### src/rtl/alu_op_dispatcher.sv
// alu_op_dispatcher: accepts one ALU request at a time, decodes the upper select bits of
// ALU_FUN into a one-hot unit enable, holds the sub-op for the selected unit and waits for
// that unit's Done strobe. Completion, illegal select and abort are reported as one-cycle
// pulses.
// Optional feature: define DISPATCH_TIMEOUT_EN to add an 8-bit BUSY cycle counter that
// aborts an operation after TIMEOUT_CYC cycles without Done.
module alu_op_dispatcher #(
    parameter int unsigned NUM_UNITS   = 4,
    parameter int unsigned FUN_W       = 4,
    parameter int unsigned TIMEOUT_CYC = 15,
    localparam int unsigned SEL_W      = $clog2(NUM_UNITS),
    localparam int unsigned OP_W       = FUN_W - SEL_W
) (
    input  logic                 CLK,
    input  logic                 RST,
    input  logic [FUN_W-1:0]     ALU_FUN,
    input  logic                 Enable_ALU,
    output logic                 Req_Ready,
    output logic [NUM_UNITS-1:0] Unit_Enable,
    output logic [OP_W-1:0]      Unit_Op,
    input  logic [NUM_UNITS-1:0] Unit_Done,
    output logic                 OUT_Valid,
    output logic                 Illegal_Op,
    output logic                 Timeout
);

    typedef enum logic [0:0] {StIdle, StBusy} state_e;

    state_e               state_q, state_d;
    logic [NUM_UNITS-1:0] enable_q, enable_d;
    logic [OP_W-1:0]      op_q, op_d;
    logic                 valid_q, valid_d;
    logic                 illegal_q, illegal_d;
    logic                 timeout_d;

    logic [SEL_W-1:0]     sel;
    logic [OP_W-1:0]      sub_op;
    logic                 sel_legal;
    logic [NUM_UNITS-1:0] sel_onehot;
    logic                 done_hit;
    logic                 timeout_hit;

    assign sel    = ALU_FUN[FUN_W-1 -: SEL_W];
    assign sub_op = ALU_FUN[OP_W-1:0];

    // Select decode; only values below NUM_UNITS address a real unit
    always_comb begin
        sel_legal  = (32'(sel) < NUM_UNITS);
        sel_onehot = '0;
        for (int unsigned i = 0; i < NUM_UNITS; i++) begin
            sel_onehot[i] = (32'(sel) == i);
        end
    end

    // The enable register is one-hot on the active unit, so masking Done with it
    // ignores strobes from every other unit and from all units while idle.
    assign done_hit = |(Unit_Done & enable_q);

`ifdef DISPATCH_TIMEOUT_EN
    logic [7:0] cnt_q, cnt_d;
    logic       timeout_q;

    // Abort when the cycle now ending is the TIMEOUT_CYC-th BUSY cycle; Done takes priority
    assign timeout_hit = (state_q == StBusy) && !done_hit && (cnt_q == 8'(TIMEOUT_CYC - 1));

    // BUSY cycle counter: cleared on acceptance, advances each BUSY cycle
    always_comb begin
        cnt_d = cnt_q;
        if (state_q == StIdle) begin
            if (Enable_ALU && sel_legal) begin
                cnt_d = '0;
            end
        end else begin
            cnt_d = cnt_q + 8'd1;
        end
    end

    // Counter and abort pulse registers
    always_ff @(posedge CLK or negedge RST) begin
        if (!RST) begin
            cnt_q     <= '0;
            timeout_q <= 1'b0;
        end else begin
            cnt_q     <= cnt_d;
            timeout_q <= timeout_d;
        end
    end

    assign Timeout = timeout_q;
`else
    assign timeout_hit = 1'b0;
    assign Timeout     = 1'b0;
`endif

    // FSM state register
    always_ff @(posedge CLK or negedge RST) begin
        if (!RST) begin
            state_q <= StIdle;
        end else begin
            state_q <= state_d;
        end
    end

    // FSM next state: accept a legal request in IDLE, leave BUSY on Done or abort
    always_comb begin
        state_d = state_q;
        unique case (state_q)
            StIdle: begin
                if (Enable_ALU && sel_legal) begin
                    state_d = StBusy;
                end
            end
            StBusy: begin
                if (done_hit || timeout_hit) begin
                    state_d = StIdle;
                end
            end
            default: state_d = StIdle;
        endcase
    end

    // FSM outputs: ready flag plus next values of the registered enable, op and pulses
    always_comb begin
        Req_Ready = (state_q == StIdle);
        enable_d  = enable_q;
        op_d      = op_q;
        valid_d   = 1'b0;
        illegal_d = 1'b0;
        timeout_d = 1'b0;
        unique case (state_q)
            StIdle: begin
                if (Enable_ALU) begin
                    if (sel_legal) begin
                        enable_d = sel_onehot;
                        op_d     = sub_op;
                    end else begin
                        illegal_d = 1'b1;
                    end
                end
            end
            StBusy: begin
                if (done_hit) begin
                    valid_d  = 1'b1;
                    enable_d = '0;
                end else if (timeout_hit) begin
                    timeout_d = 1'b1;
                    enable_d  = '0;
                end
            end
            default: enable_d = '0;
        endcase
    end

    // Registered unit interface and completion/illegal pulses
    always_ff @(posedge CLK or negedge RST) begin
        if (!RST) begin
            enable_q  <= '0;
            op_q      <= '0;
            valid_q   <= 1'b0;
            illegal_q <= 1'b0;
        end else begin
            enable_q  <= enable_d;
            op_q      <= op_d;
            valid_q   <= valid_d;
            illegal_q <= illegal_d;
        end
    end

    assign Unit_Enable = enable_q;
    assign Unit_Op     = op_q;
    assign OUT_Valid   = valid_q;
    assign Illegal_Op  = illegal_q;

endmodule

### config.mk
export PLATFORM = sky130hd
export DESIGN_NAME = alu_op_dispatcher
export DESIGN_NICKNAME = d
export VERILOG_FILES = /design/src/rtl/alu_op_dispatcher.sv
export SDC_FILE = /design/constraint.sdc
export NUM_CORES = 1
export LEC_CHECK = 0
export CAP_MARGIN = 5
export CORE_AREA = 3 3 40 42
export DETAILED_ROUTE_END_ITERATION = 8
export DIE_AREA = 0 0 43 45
export PLACE_DENSITY_LB_ADDON = 0.3
export SLEW_MARGIN = 20
export SYNTH_ARGS = -nofsm -noshare
export SYNTH_HDL_FRONTEND = slang
export SYNTH_SLANG_ARGS = --single-unit
### constraint.sdc
create_clock -name CLK -period 1.45 [get_ports CLK]
set_clock_uncertainty 0.15 [all_clocks]
set_input_delay 0.2175 -clock CLK [delete_from_list [all_inputs] [get_ports CLK]]
set_output_delay 0.2175 -clock CLK [all_outputs]
set_load 0.005 [all_outputs]
==> results.py <==
metrics = {
    "power_and_ir_drop": {
        "pwr-share-comb": 0.538,
        "switchingPower_mw": 0.396,
        "p_sw_frac": 0.336,
        "ir_drop_mv": 0.822,
        "power_density_nw_per_um2": 1810,
        "p_int_mw": 0.784,
        "p_leak_nw": 0.318,
        "total_power_mw": 1.18,
        "p_clk_frac": 0.144,
        "p_seq_frac": 0.319,
    },
    "place": {
        "port_buffers": 18,
        "routabilityCongestion": 0.662,
        "dpl_cell_area_sq_um": 609,
        "dp.cells": 70,
        "place_ws_ns": -0.0284,
    },
    "critical_path": {
        "end_kind": "primary output",
        "crit_required_ns": 1.08,
        "cp_num_buf_inv": 1,
        "r2r_slack_ns": 0.16,
        "max_stage_delay_ns": 0.49,
        "arrival_ns": 1.05,
        "crit_family": "buffers and inverters",
        "slowest_stage": "clkdlybuf4s50_1",
        "path_class": "reg2out",
        "crit_chain": "clkdlybuf4s50_1",
        "start_kind": "flip-flop",
        "crit_fanout": 1,
    },
    "logic_synthesis": {
        "ys_seq_area_frac": 0.466,
        "yosysTopAreaCell": "dfrtp_1",
        "ys_warn_count": 0,
        "synth_cell_types": 16,
        "synth-seq-cells": 8,
        "ys_top_cells_by_area": "dfrtp_1, mux2i_1, mux2_4, a22oi_2, o22ai_1",
        "syn_inst": 38,
        "synth_edf_count": 0,
        "synth.top_cell.area_share": 0.466,
        "async_reset_ff_frac": 1.00,
        "ys.flop_type": "dfrtp_1",
        "avgSynthCellArea_sq_um": 11.3,
        "syn-cell-area_sq_um": 429,
    },
    "floorplanning": {
        "die-area_sq_um": 1940,
        "die_y_um": 45,
        "core_sq_um": 1280,
        "rows": 13,
        "ios": 21,
        "die_w_um": 43,
        "initial_core_util": 0.334,
    },
    "clock_tree": {
        "cts_root_buf": "clkbuf_4",
        "clockBufferDepth": 2,
        "insertion_delay_ns": 0.26,
        "cts_tree": "built",
        "path_clk_slew_ns": 0.06,
        "htreeDepth": 1,
        "cts_made_buffers": 3,
        "cts_sinks": 8,
    },
    "timing": {
        "hold_violations": 0,
        "slew_viol_final": 0,
        "period_share": 0.977,
        "rsz0062_at_grt": "false",
        "fin_crit_ns": 1.42,
        "hold_ws_ns": 0.0832,
        "final.setup.tns_ns": 0,
        "max_freq_mhz": 706,
        "finalSetupViolations": 0,
        "setup_ws_ns": 0.0338,
    },
    "grt": {
        "grt_max_degree": 10,
        "grt_first_pass_wirelength_mm": 1.42,
        "grt_pass1_vias": 322,
        "track_usage": 0.103,
        "antenna_found_initial": 0,
        "overflow": 0,
    },
    "run": {
        "maxCapViolCount": 0,
    },
    "final_layout": {
        "final_common_cell": "clkdlybuf4s50_1",
        "final_cell_mix": "clkdlybuf4s50_1, dfrtp_1, dlygate4sd2_1",
        "drive_above_1_share": 0.226,
        "final_cell_area_sq_um": 653,
        "diodes": 0,
        "fin_util": 0.508,
        "nets": 75,
        "final_cells": 77,
        "area_growth_pct": 52.2,
    },
    "detailed_routing": {
        "vias_per_cell": 4.42,
        "vias": 340,
        "firstDrtPassIters": 4,
        "drt-total-wl_um": 903,
        "wl_per_cell_um": 11.7,
        "drc": 0,
        "ant_nets": 0,
        "drt-initial-drc-count": 1,
    },
    "outcome": {
        "status": "completed",
    },
    "worst_hold_path": {
        "min_path_type": "in2async",
    },
}
==> per-layer routing <==
metal / part of all wire / global-route usage / up-vias
met2: 0.44 / 0.150 / 15
met3: 0.099 / 0.0598 / 2
met4: 0.010 / 0.0361 / 0
met5: 0 / 0 / -
met1: 0.45 / 0.129 / 148
li1: - / - / 175
==> flip-flops by register name, summed over array words and instances (netlist names) <==
name	cells
OUT_Valid	1
Unit_Enable	4
Unit_Op	2
state_q	1
==> repair_timing <==
action / in CTS / in global routing
setup endpoints to repair: 7 / 0
buffers inserted: 4 / 0
hold buffers: 0 / 0
gates resized for setup: 7 / 0
==> worst paths after layout <==
kind                                       startpoint                         end  depth (start not counted)
max                               OUT_Valid$_DFF_PN0_                   OUT_Valid                          1
min                                               RST  Unit_Enable[3]$_DFFE_PN0P_                          1
max reg2reg                Unit_Enable[0]$_DFFE_PN0P_  Unit_Enable[1]$_DFFE_PN0P_                          4
min reg2reg                    Unit_Op[0]$_DFFE_PN0P_      Unit_Op[0]$_DFFE_PN0P_                          1
max in group asynchronous                         RST  Unit_Enable[2]$_DFFE_PN0P_                          1
min in group CLK               Unit_Op[0]$_DFFE_PN0P_      Unit_Op[0]$_DFFE_PN0P_                          1
==> synth_stat cells, types with 2 or more instances <==
cell,instances
nand2_1,5
buf_6,2
dfrtp_1,8
o22ai_1,4
nor2b_1,3
buf_4,2
a22oi_2,2
mux2i_1,3
mux2_4,2
==> final cells by class <==
type / count / area (sq um)
fillers: 140 / 632
inverters: 1 / 3.75
well taps: 15 / 18.8
flip-flops and latches: 8 / 200
multi-input cells: 26 / 191
clock buffers: 3 / 22.5
repair buffers: 24 / 216
==> kinds of logic (layout without fill, tap and decap cells) <==
family,count (synthesis),in the layout,synth area share
flops,8,8,0.466
buf+inv,5,28,0.0962
mux,5,5,0.140
simple gates,10,10,0.128
other cells,1,2,0.00874
compound gates,9,9,0.160
==> power groups by stage <==
stage	registers [mW]	clock network, mW	logic (mW)
floorplan	0.419	0	0.305
finish	0.376	0.170	0.635
detailed placement	0.423	0	0.584
CTS	0.379	0.176	0.638
global placement	0.424	0	0.579
global route	0.394	0.185	0.685
No activity file was read; power rests on OpenSTA's default activity.
